**src/rtl/key_event_if.sv**
```systemverilog
// Key event bundle: debounced key level in, gesture pulses and busy flag out.
// The decoder takes the slave view; whatever drives the key takes the master view.
interface key_event_if;
    logic key_level;
    logic press_pulse;
    logic release_pulse;
    logic short_press;
    logic long_press;
    logic repeat_pulse;
    logic double_click;
    logic key_busy;

    modport master (
        output key_level,
        input  press_pulse, release_pulse, short_press, long_press,
               repeat_pulse, double_click, key_busy
    );

    modport slave (
        input  key_level,
        output press_pulse, release_pulse, short_press, long_press,
               repeat_pulse, double_click, key_busy
    );
endinterface

```
**src/rtl/key_event_decoder.sv**
```systemverilog
// Turns a debounced key level into press/release, single/double click,
// long-press and auto-repeat pulses, all driven from registers.
module key_event_decoder #(
    parameter int unsigned LONG_CYC   = 25000000,
    parameter int unsigned REPEAT_CYC = 5000000,
    parameter int unsigned DCLICK_CYC = 15000000
) (
    input  logic         clk,
    input  logic         rst_n,
    key_event_if.slave   kif
);

    typedef enum logic [2:0] {
        S_IDLE,
        S_PRESSED,
        S_LONG_HELD,
        S_WAIT_SECOND,
        S_SECOND_PRESSED
    } state_e;

    typedef struct packed {
        logic press;
        logic rel;
        logic short_p;
        logic long_p;
        logic rpt;
        logic dbl;
    } pulse_t;

    // Terminal counts: cnt restarts at 0 on entry, so N cycles end at N-1.
    localparam logic [31:0] LONG_LAST   = 32'(LONG_CYC - 1);
    localparam logic [31:0] REPEAT_LAST = 32'(REPEAT_CYC - 1);
    localparam logic [31:0] DCLICK_LAST = 32'(DCLICK_CYC - 1);

    state_e      state_q, state_d;
    logic [31:0] cnt_q, cnt_d;
    logic        k_r_q, k_r_d;
    pulse_t      pulse_q, pulse_d;

    logic fall;
    logic rise;
    logic cnt_restart;

    always_comb begin
        // NOTE: every signal written here gets a default first, so no path can infer a latch.
        state_d     = state_q;
        pulse_d     = '0;
        cnt_restart = 1'b0;
        k_r_d       = kif.key_level;

        fall = k_r_q & ~kif.key_level;
        rise = ~k_r_q & kif.key_level;

        // Key edges are tested before terminal counts so an edge always wins a tie.
        unique case (state_q)
            S_IDLE: begin
                if (fall) begin
                    state_d       = S_PRESSED;
                    pulse_d.press = 1'b1;
                end
            end

            S_PRESSED: begin
                if (rise) begin
                    state_d     = S_WAIT_SECOND;
                    pulse_d.rel = 1'b1;
                end else if (cnt_q == LONG_LAST) begin
                    state_d        = S_LONG_HELD;
                    pulse_d.long_p = 1'b1;
                end
            end

            S_LONG_HELD: begin
                if (rise) begin
                    state_d     = S_IDLE;
                    pulse_d.rel = 1'b1;
                end else if (cnt_q == REPEAT_LAST) begin
                    pulse_d.rpt = 1'b1;
                    cnt_restart = 1'b1;
                end
            end

            S_WAIT_SECOND: begin
                if (fall) begin
                    state_d       = S_SECOND_PRESSED;
                    pulse_d.press = 1'b1;
                end else if (cnt_q == DCLICK_LAST) begin
                    state_d         = S_IDLE;
                    pulse_d.short_p = 1'b1;
                end
            end

            S_SECOND_PRESSED: begin
                if (rise) begin
                    state_d     = S_IDLE;
                    pulse_d.rel = 1'b1;
                    pulse_d.dbl = 1'b1;
                end else if (cnt_q == LONG_LAST) begin
                    // The first click is confirmed single at the moment the second becomes long.
                    state_d         = S_LONG_HELD;
                    pulse_d.short_p = 1'b1;
                    pulse_d.long_p  = 1'b1;
                end
            end

            default: state_d = S_IDLE;
        endcase

        cnt_d = (cnt_restart || (state_d != state_q)) ? '0 : cnt_q + 32'd1;
    end

    always_ff @(posedge clk or negedge rst_n) begin
        if (!rst_n) begin
            state_q <= S_IDLE;
            cnt_q   <= '0;
            // NOTE: k_r resets to released, so a key already held when reset lifts reads as a fresh press.
            k_r_q   <= 1'b1;
            pulse_q <= '0;
        end else begin
            // NOTE: non-blocking assignments so every flop updates from the pre-edge values.
            state_q <= state_d;
            cnt_q   <= cnt_d;
            k_r_q   <= k_r_d;
            pulse_q <= pulse_d;
        end
    end

    assign kif.press_pulse   = pulse_q.press;
    assign kif.release_pulse = pulse_q.rel;
    assign kif.short_press   = pulse_q.short_p;
    assign kif.long_press    = pulse_q.long_p;
    assign kif.repeat_pulse  = pulse_q.rpt;
    assign kif.double_click  = pulse_q.dbl;
    assign kif.key_busy      = (state_q != S_IDLE);

endmodule

```
**src/flat_wrapper.sv**
```systemverilog
// flat-port wrapper written by rule: the top's interface ports become plain ports
module key_event_decoder_flat 
#(
    parameter int unsigned LONG_CYC   = 25000000,
    parameter int unsigned REPEAT_CYC = 5000000,
    parameter int unsigned DCLICK_CYC = 15000000
)
  (clk, rst_n, kif_key_level, kif_press_pulse, kif_release_pulse, kif_short_press, kif_long_press, kif_repeat_pulse, kif_double_click, kif_key_busy);
  key_event_if kif_i ();
  input  logic clk;
  input  logic rst_n;
  input wire logic [$bits(kif_i.key_level)-1:0] kif_key_level;
  output wire logic [$bits(kif_i.press_pulse)-1:0] kif_press_pulse;
  output wire logic [$bits(kif_i.release_pulse)-1:0] kif_release_pulse;
  output wire logic [$bits(kif_i.short_press)-1:0] kif_short_press;
  output wire logic [$bits(kif_i.long_press)-1:0] kif_long_press;
  output wire logic [$bits(kif_i.repeat_pulse)-1:0] kif_repeat_pulse;
  output wire logic [$bits(kif_i.double_click)-1:0] kif_double_click;
  output wire logic [$bits(kif_i.key_busy)-1:0] kif_key_busy;
  assign kif_i.key_level = kif_key_level;
  assign kif_press_pulse = kif_i.press_pulse;
  assign kif_release_pulse = kif_i.release_pulse;
  assign kif_short_press = kif_i.short_press;
  assign kif_long_press = kif_i.long_press;
  assign kif_repeat_pulse = kif_i.repeat_pulse;
  assign kif_double_click = kif_i.double_click;
  assign kif_key_busy = kif_i.key_busy;
  key_event_decoder #(.LONG_CYC(LONG_CYC), .REPEAT_CYC(REPEAT_CYC), .DCLICK_CYC(DCLICK_CYC)) u_core (.clk(clk), .rst_n(rst_n), .kif(kif_i));
endmodule
```
**config.mk**
```make
export PLATFORM = sky130hd
export DESIGN_NAME = key_event_decoder_flat
export DESIGN_NICKNAME = d
export VERILOG_FILES = /design/src/rtl/key_event_if.sv /design/src/rtl/key_event_decoder.sv /design/src/flat_wrapper.sv
export SDC_FILE = /design/constraint.sdc
export NUM_CORES = 1
export LEC_CHECK = 0
export CAP_MARGIN = 20
export CORE_AREA = 2 2 74 76
export DETAILED_ROUTE_END_ITERATION = 16
export DIE_AREA = 0 0 76 78
export GPL_TIMING_DRIVEN = 0
export HOLD_SLACK_MARGIN = 0.15
export PLACE_DENSITY = 0.59
export SLEW_MARGIN = 15
export SYNTH_ARGS = -nofsm -noshare
export SYNTH_HDL_FRONTEND = slang
export SYNTH_SLANG_ARGS = --single-unit
```
**constraint.sdc**
```tcl
create_clock -name clk -period 2.7 [get_ports clk]
set_input_delay 0.54 -clock clk [delete_from_list [all_inputs] [get_ports clk]]
set_output_delay 0.54 -clock clk [all_outputs]
set_load 0.1 [all_outputs]
```
# Yosys cells after proc, flatten, opt, wreduce, memory -nomap -nowiden
# Index checks and enable logic that the tools add are counted.
# totals
register_bits	42
out_inout_bits	7
# classes
n_eq_ne	8
n_reduce_logical	5
bitwise_logic	4
add_sub_neg	1
mux	25
# ops
cell	n
adder 32 x 1 -> 32 bit (second input constant)	1
equality test 32 x 23 -> 1 bit (second input constant)	1
equality test 32 x 24 -> 1 bit (second input constant)	1
equality test 32 x 25 -> 1 bit (second input constant)	1
2-to-1 mux 32 bit	1
2-to-1 mux 3 bit	7
case mux 3 bit (5 select lines)	1
2-to-1 mux 1 bit	12
equality test 3 x 2 -> 1 bit (second input constant)	2
2-to-1 mux 2 bit	2
case mux 1 bit (2 select lines)	2
equality test 3 x 1 -> 1 bit (second input constant)	1
equality test 3 bit (second input constant)	1
logical NOT 3 bit	1
inequality test 3 bit	1
nonzero test 3 bit	1
OR reduction 3 bit	1
AND 1 bit	2
NOT 1 bit	2
OR reduction 2 bit	1
logical OR 1 bit	1

# Logic depth before layout (Yosys ltp)
# Gate-level depths: netlist (run 1).
# logic_depth
ltp_word	7
ltp_mapped	8

# Least setup slack after synthesis (run 1)
# OpenSTA, ideal clock, no wires.
# synth_path
path_type	register -> register
startpoint	register u_core.cnt_q[6]
endpoint	register u_core.cnt_q[24]
setup_time_ns	0.118
stages_incl_launch_ff	8
t_arrival_ns	2.215
setup_slack_ns	0.367
path_cell_list	dfrtp_1 -> or4b_4 -> or4_4 -> nor4_4 -> or4_1 -> buf_6 -> buf_6 -> nor2_1
# synth_between
elab_cells_between_ends	16
classes_between	add/sub: 1; eq/ne: 4; mux: 10; reduce/logical: 1
# synth_lines
element	line	source
start: declaration	key_event_decoder.sv:36	logic [31:0] cnt_q, cnt_d;
start signal: assignment	key_event_decoder.sv:122	cnt_q <= cnt_d;
equality test 32 x 23 -> 1 bit	key_event_decoder.sv:77	end else if (cnt_q == REPEAT_LAST) begin
2-to-1 mux 1 bit	key_event_decoder.sv:77	
2-to-1 mux 1 bit	key_event_decoder.sv:74	if (rise) begin
2-to-1 mux 1 bit	key_event_decoder.sv:55	unique case (state_q)
via u_core.cnt_restart	key_event_decoder.sv:42	logic cnt_restart;
logical OR 1 bit	key_event_decoder.sv:109	cnt_d = (cnt_restart || (state_d != state_q)) ? '0 : cnt_q + 32'd1;
2-to-1 mux 32 bit	key_event_decoder.sv:109	
via u_core.cnt_d[24]	key_event_decoder.sv:36	
# The timed path passes the listed nets, and every way through them passes these cells.

# Worst setup path after layout (run 1)
# layout_path
startpoint	register u_core.state_q[1]
endpoint	output port kif_key_busy
# layout_between
elab_chain_len	1
# layout_lines
element	line	source
start: declaration	key_event_decoder.sv:35	state_e state_q, state_d;
start signal: assignment	key_event_decoder.sv:121	state_q <= state_d;
nonzero test 3 bit	key_event_decoder.sv:134	assign kif.key_busy = (state_q != S_IDLE);
end: declaration	flat_wrapper.sv:19	output wire logic [$bits(kif_i.key_busy)-1:0] kif_key_busy;
# No other way between the ends.

==> impl_metrics.yaml, run 1 <==
route:
  met2_length_um: 2080
  dr.pass1.iters: 4
  wl_met1_um: 2220
  wl_per_cell_um: 14.4
  dr.first_iter.drc_count: 126
  drc: 0
  drt-vias-per-instance: 5.29
  ant_nets: 0
  dr_wl_met3_um: 194
  maxUsedRoutingLayer: "met4"
  vias: 1672
  wl_um: 4570
die:
  die_area_um2: 5930
  chipHeight_um: 78
  boundaryPins: 10
  die_x_um: 76
  coreArea_um2: 5040
  rows: 26
  start_util_pct: 44.3
power:
  vdd_drop_max_mv: 0.266
  leakage_uw: 0.00108
  p_sw_share_pct: 38.9
  pwr-share-clk_pct: 21.4
  power.internal_uw: 1100
  power_frac_seq_pct: 40.1
  pwr-share-comb_pct: 38.5
  power.density_nw_per_um2: 713
  p_switching_uw: 697
yosys:
  ys_seq_elements: 42
  seq_area_frac_synth_pct: 47.1
  async_flop_share_pct: 100
  synth_xor_area_share_pct: 11.8
  yosys-mux-area-fraction_pct: 0
  syn_inst: 229
  syn_area_um2: 2230
  yosysWarningCount: 0
  synth-main-ff-cell: "dfrtp_1"
  synth-edff-count: 0
  syn_nets: 233
  synth_simple_gate_area_share_pct: 32.3
  avgSynthCellArea_um2: 9.76
  synth_top_family_by_area: "simple AND/OR/NAND/NOR gates"
  synth_fa_ha_area_share_pct: 0.560
  synth-compound-area-share_pct: 5.10
  yosysUniqueCellTypes: 43
setup_path:
  reg2reg_depth: 7
  critPathRequiredTime_ns: 2.16
  cp-end-kind: "output pin"
  startpoint_type: "flip-flop"
  cp_max_fo: 10
  critical_path_class: "flip-flop to output pin"
  cp.arrival_ns: 1.99
global_route:
  grt_usage_pct: 16.8
  gr-total-overflow: 0
  grt_antenna_before_repair: 0
  grt_pass1_vias: 1615
  grt_max_degree: 23
  grt_pass1_wl_um: 7820
hold_path:
  hp-class: "primary input to asynchronous set/reset pin"
sta:
  final-setup-viol-count: 0
  finalHoldViolCount: 0
  skew_ns: 0.00961
  finalCritPeriodShare_pct: 93.7
  tns_ns: 0
  setup_slack_ns: 0.171
  tightest_slew_ns: 0.974
  fmax_mhz: 395
  relSlewSlack_pct: 34.8
  holdWs_ns: 0.217
  layout_min_cycle_time_ns: 2.53
  slew_viol_final: 0
  rsz0062_at_grt: "false"
final_layout:
  final_cell_mix: "nor2_1 (41), dfrtp_1 (41), xor2_1 (23)"
  area_delta_synth_final_pct: 12.6
  regArea_um2: 1050
  multi_input_area_um2: 1120
  fillers: 468
  final_nets: 250
  antennaDiodeCount: 0
  final_area_um2: 2520
  drive_above_1_share_pct: 9.76
clock_network:
  clockBufferDepth: 2
  cts.sinks: 42
  htree_levels: 2
  clock_latency_ns: 0.30
  clockRootBuffer: "clkbuf_8"
  post_cts_buffers: 0
  clk_pin_slew_worst_paths_ns: 0.08
  cts_buffers: 5
  cts_tree: "yes"
placed_design:
  place_congestion: 0.804
  io_buffer_count: 9
  place_area_um2: 2430
  dp_hpwl_um: 3340
  preCtsSetupSlack_ns: 0.00932
run:
  cap_violations: 0
outcome:
  status: "completed"
## logic make-up (layout without fill, tap and decap cells)
kind of cell	after synthesis	count (layout)
compound gates	16	16
xor+xnor	30	30
fa+ha+maj	1	1
buf+inv	11	28
flops	42	42
simple gates	129	129
## power by group through the flow
stage | Combinational (uW) | Sequential, uW | Clock [uW]
global placement | 707 | 730 | 0
floorplan | 494 | 773 | 0
CTS | 698 | 719 | 395
global route | 761 | 728 | 419
finish | 691 | 719 | 383
detailed placement | 705 | 732 | 0
## area by class of cell
cell class | instances | share of cell area [%]
Multi-Input combinational cell | 176 | 44.4
Sequential cell | 42 | 41.8
Inverter | 3 | 0.448
Buffer | 8 | 2.39
Tap cell | 70 | 3.48
Clock buffer | 7 | 3.03
Timing Repair Buffer | 10 | 4.43
## worst max-delay path, stage by stage (launching register included)
cell	delay (ns)
dfrtp_1	0.33
clkbuf_1	0.31
nor2_1	0.13
nand2_1	0.08
dlygate4sd2_1	0.85
## routing by layer
layer  up-vias  GRT usage [%]
li1        842              -
met1       785           23.0
met2        38           26.0
met3         7           3.84
met4         0           6.73
met5         -              0
## Yosys cell counts, types with 3 or more instances
library cell / n / area (um2)
nor3_1: 5 / 25.0
nor2_1: 41 / 154
a21oi_1: 3 / 15.0
clkbuf_1: 4 / 15.0
xor2_1: 23 / 201
nor2b_1: 4 / 25.0
nand3_1: 18 / 90.1
dfrtp_1: 41 / 1030
inv_1: 3 / 11.3
and4_1: 4 / 35.0
nand4_1: 12 / 75.1
nand2_1: 15 / 56.3
nor4_1: 5 / 31.3
buf_6: 4 / 45.0
xnor2_1: 7 / 61.3
o21ai_0: 4 / 20.0
and3_1: 5 / 31.3
## worst paths after layout
| path | from | to | slack (ns) |
|---|---|---|---|
| worst max-delay path | u_core.state_q[1] | kif_key_busy | 0.17 |
| worst min-delay path | rst_n | u_core.cnt_q[4] | 0.22 |
| worst max register to register | u_core.cnt_q[10] | u_core.cnt_q[16] | 0.20 |
| worst min register to register | u_core.cnt_q[0] | u_core.cnt_q[0] | 0.51 |
| max in group asynchronous | rst_n | u_core.k_r_q | 1.92 |
| min in group clk | u_core.cnt_q[0] | u_core.cnt_q[0] | 0.51 |
## sequential cells by signal, indices dropped and copies added, names as in the netlist
name / cells
u_core.cnt_q: 32
u_core.kif.short_press: 1
u_core.kif.long_press: 1
u_core.kif.press_pulse: 1
u_core.kif.release_pulse: 1
u_core.kif.double_click: 1
u_core.state_q: 3
u_core.k_r_q: 1
u_core.kif.repeat_pulse: 1
## stage by stage
step           utilization, %  instances  power [uW]
2_1_floorplan               -        229        1270
3_3_place_gp             47.8        308        1440
3_5_place_dp             48.3        309        1440
4_1_cts                  49.8        316        1810
5_1_grt                  49.9        316        1910
6_report                 49.9        316        1790
## what timing repair did
action                                  in CTS  in global routing
endpoints found under the setup margin       1                  1
gates resized for setup                      1                  1
hold buffers                                 0                  0
gates cloned                                 0                  0
pin swaps                                    0                  0
Power figures use the tool's default switching activity.
==> inputs of run 2 (changes only) <==
Settings changed: CORE_AREA 2 2 74 76 to 2 2 71 79, DIE_AREA 0 0 76 78 to 0 0 73 81.
==> run 2 against run 1 <==
Final cell count decreased by 2.5%; first-iteration DRC count decreased by 8.7%; hold slack got worse by 0.070 ns; global-route usage increased by 0.52 points; final area increased by 0.35%; largest cell class unchanged; highest routed layer unchanged.
==> impl_metrics.yaml, run 2 (synthesis results as in run 1) <==
die:
  boundaryPins: 10
  rows: 28
  start_util_pct: 42.8
  chipHeight_um: 81
  die_x_um: 73
  die_area_um2: 5910
  coreArea_um2: 5220
global_route:
  grt_pass1_vias: 1616
  grt_antenna_before_repair: 0
  grt_pass1_wl_um: 7830
  grt_max_degree: 28
  gr-total-overflow: 0
  grt_usage_pct: 17.3
route:
  vias: 1681
  dr.pass1.iters: 4
  drc: 0
  wl_per_cell_um: 15.1
  drt-vias-per-instance: 5.46
  wl_um: 4650
  ant_nets: 0
  dr.first_iter.drc_count: 115
final_layout:
  finalNonFillerCells: 308
  antennaDiodeCount: 0
  final_nets: 251
  largestRegisters: "u_core.cnt_q: 32 flops, u_core.state_q: 3 flops"
  regArea_um2: 1050
  drive_above_1_share_pct: 10.1
  multi_input_area_um2: 1110
  finish.utilization_pct: 48.4
  final_area_um2: 2520
  top_register: "u_core.cnt_q"
  largest_reg_flops: 32
  fillers: 506
  final_cell_mix: "nor2_1 (41), dfrtp_1 (41), xor2_1 (23)"
  area_delta_synth_final_pct: 13.0
placed_design:
  dp_hpwl_um: 3360
  placed_cells: 299
  place_area_um2: 2410
  place_congestion: 0.760
  io_buffer_count: 9
power:
  leakage_uw: 0.00109
  power.density_nw_per_um2: 758
  p_sw_share_pct: 37.6
  p_switching_uw: 720
  power.internal_uw: 1190
  vdd_drop_max_mv: 0.442
  pwr-share-comb_pct: 36.7
  pwr-share-clk_pct: 25.8
  power_frac_seq_pct: 37.5
clock_network:
  clk_pin_slew_worst_paths_ns: 0.08
  clock_latency_ns: 0.30
  cts_buffers: 5
  cts.sinks: 42
  clockRootBuffer: "clkbuf_8"
  htree_levels: 2
  clockBufferDepth: 2
  cts_tree: "yes"
sta:
  slew_viol_final: 0
  finalHoldViolCount: 0
  final-setup-viol-count: 0
  skew_ns: 0.00820
  tightest_slew_ns: 0.971
  layout_min_cycle_time_ns: 2.54
  relSlewSlack_pct: 35.1
  fmax_mhz: 393
  rsz0062_at_grt: "false"
  finalCritPeriodShare_pct: 94.2
run:
  cap_violations: 0
setup_path:
  critical_path_class: "flip-flop to output pin"
  critPathRequiredTime_ns: 2.16
  cp-end-kind: "output pin"
  cp_max_fo: 10
  startpoint_type: "flip-flop"
  cp.arrival_ns: 2.00
hold_path:
  hp-class: "primary input to asynchronous set/reset pin"
outcome:
  status: "completed"
-- run 2: final timing paths --
check	startpoint	endpoint	slack, ns	cells after the start
setup reg to reg	u_core.cnt_q[6]	u_core.state_q[0]	0.17	5
hold / removal	rst_n	u_core.cnt_q[18]	0.15	1
min in group clk	u_core.cnt_q[0]	u_core.cnt_q[0]	0.51	1
max in group asynchronous	rst_n	u_core.k_r_q	2.01	2
setup / recovery	u_core.state_q[1]	kif_key_busy	0.16	4
hold reg to reg	u_core.cnt_q[0]	u_core.cnt_q[0]	0.51	1
-- run 2: critical path, stage by stage, from the launching register on --
cell and delay [ns]:
dfrtp_1 0.33, clkbuf_1 0.31, nor2_1 0.14, nand2_1 0.09
dlygate4sd2_1 0.85
-- run 2: stage by stage --
| step | setup TNS [ns] | total power (uW) | hold slack, ns | setup WS [ns] |
|---|---|---|---|---|
| after floorplan | 0 | 1270 | 0.244 | 0.367 |
| after global placement | -2.09 | 1440 | 0.501 | -0.0535 |
| after detailed placement | 0 | 1450 | 0.485 | 0.0115 |
| after CTS | 0 | 1940 | 0.157 | 0.158 |
| after global routing | 0 | 2040 | 0.169 | 0.0514 |
| final | 0 | 1910 | 0.147 | 0.156 |
-- run 2: metal layers --
| metal | GRT usage [%] | vias up | wire [um] |
|---|---|---|---|
| met5 | 0 | - | 0 |
| met4 | 5.93 | 0 | 57 |
| met3 | 4.22 | 7 | 131 |
| met2 | 27.0 | 23 | 2180 |
| met1 | 23.4 | 801 | 2290 |
| li1 | - | 850 | - |
-- run 2: layout make-up --
cell class	count	share of cell area (%)
Clock inverter	1	1.19
Inverter	3	0.446
Sequential cell	42	41.7
Timing Repair Buffer	11	4.31
Multi-Input combinational cell	176	44.0
Tap cell	60	2.97
Buffer	8	2.38
Clock buffer	7	3.02
-- run 2: what timing repair did --
| action | 4_1_cts | 5_1_grt |
|---|---|---|
| hold buffers | 0 | 0 |
| setup endpoints to repair | 1 | 0 |
| resized for setup | 1 | 0 |
| hold endpoints to repair | 0 | 0 |
| setup buffers | 0 | 0 |
-- run 2: power by group through the flow --
stage / sequential [uW] / combinational, uW / clock (uW)
after floorplan: 773 / 494 / 0
final: 718 / 702 / 494
after global routing: 727 / 773 / 538
after global placement: 731 / 711 / 0
after CTS: 719 / 712 / 507
after detailed placement: 731 / 717 / 0
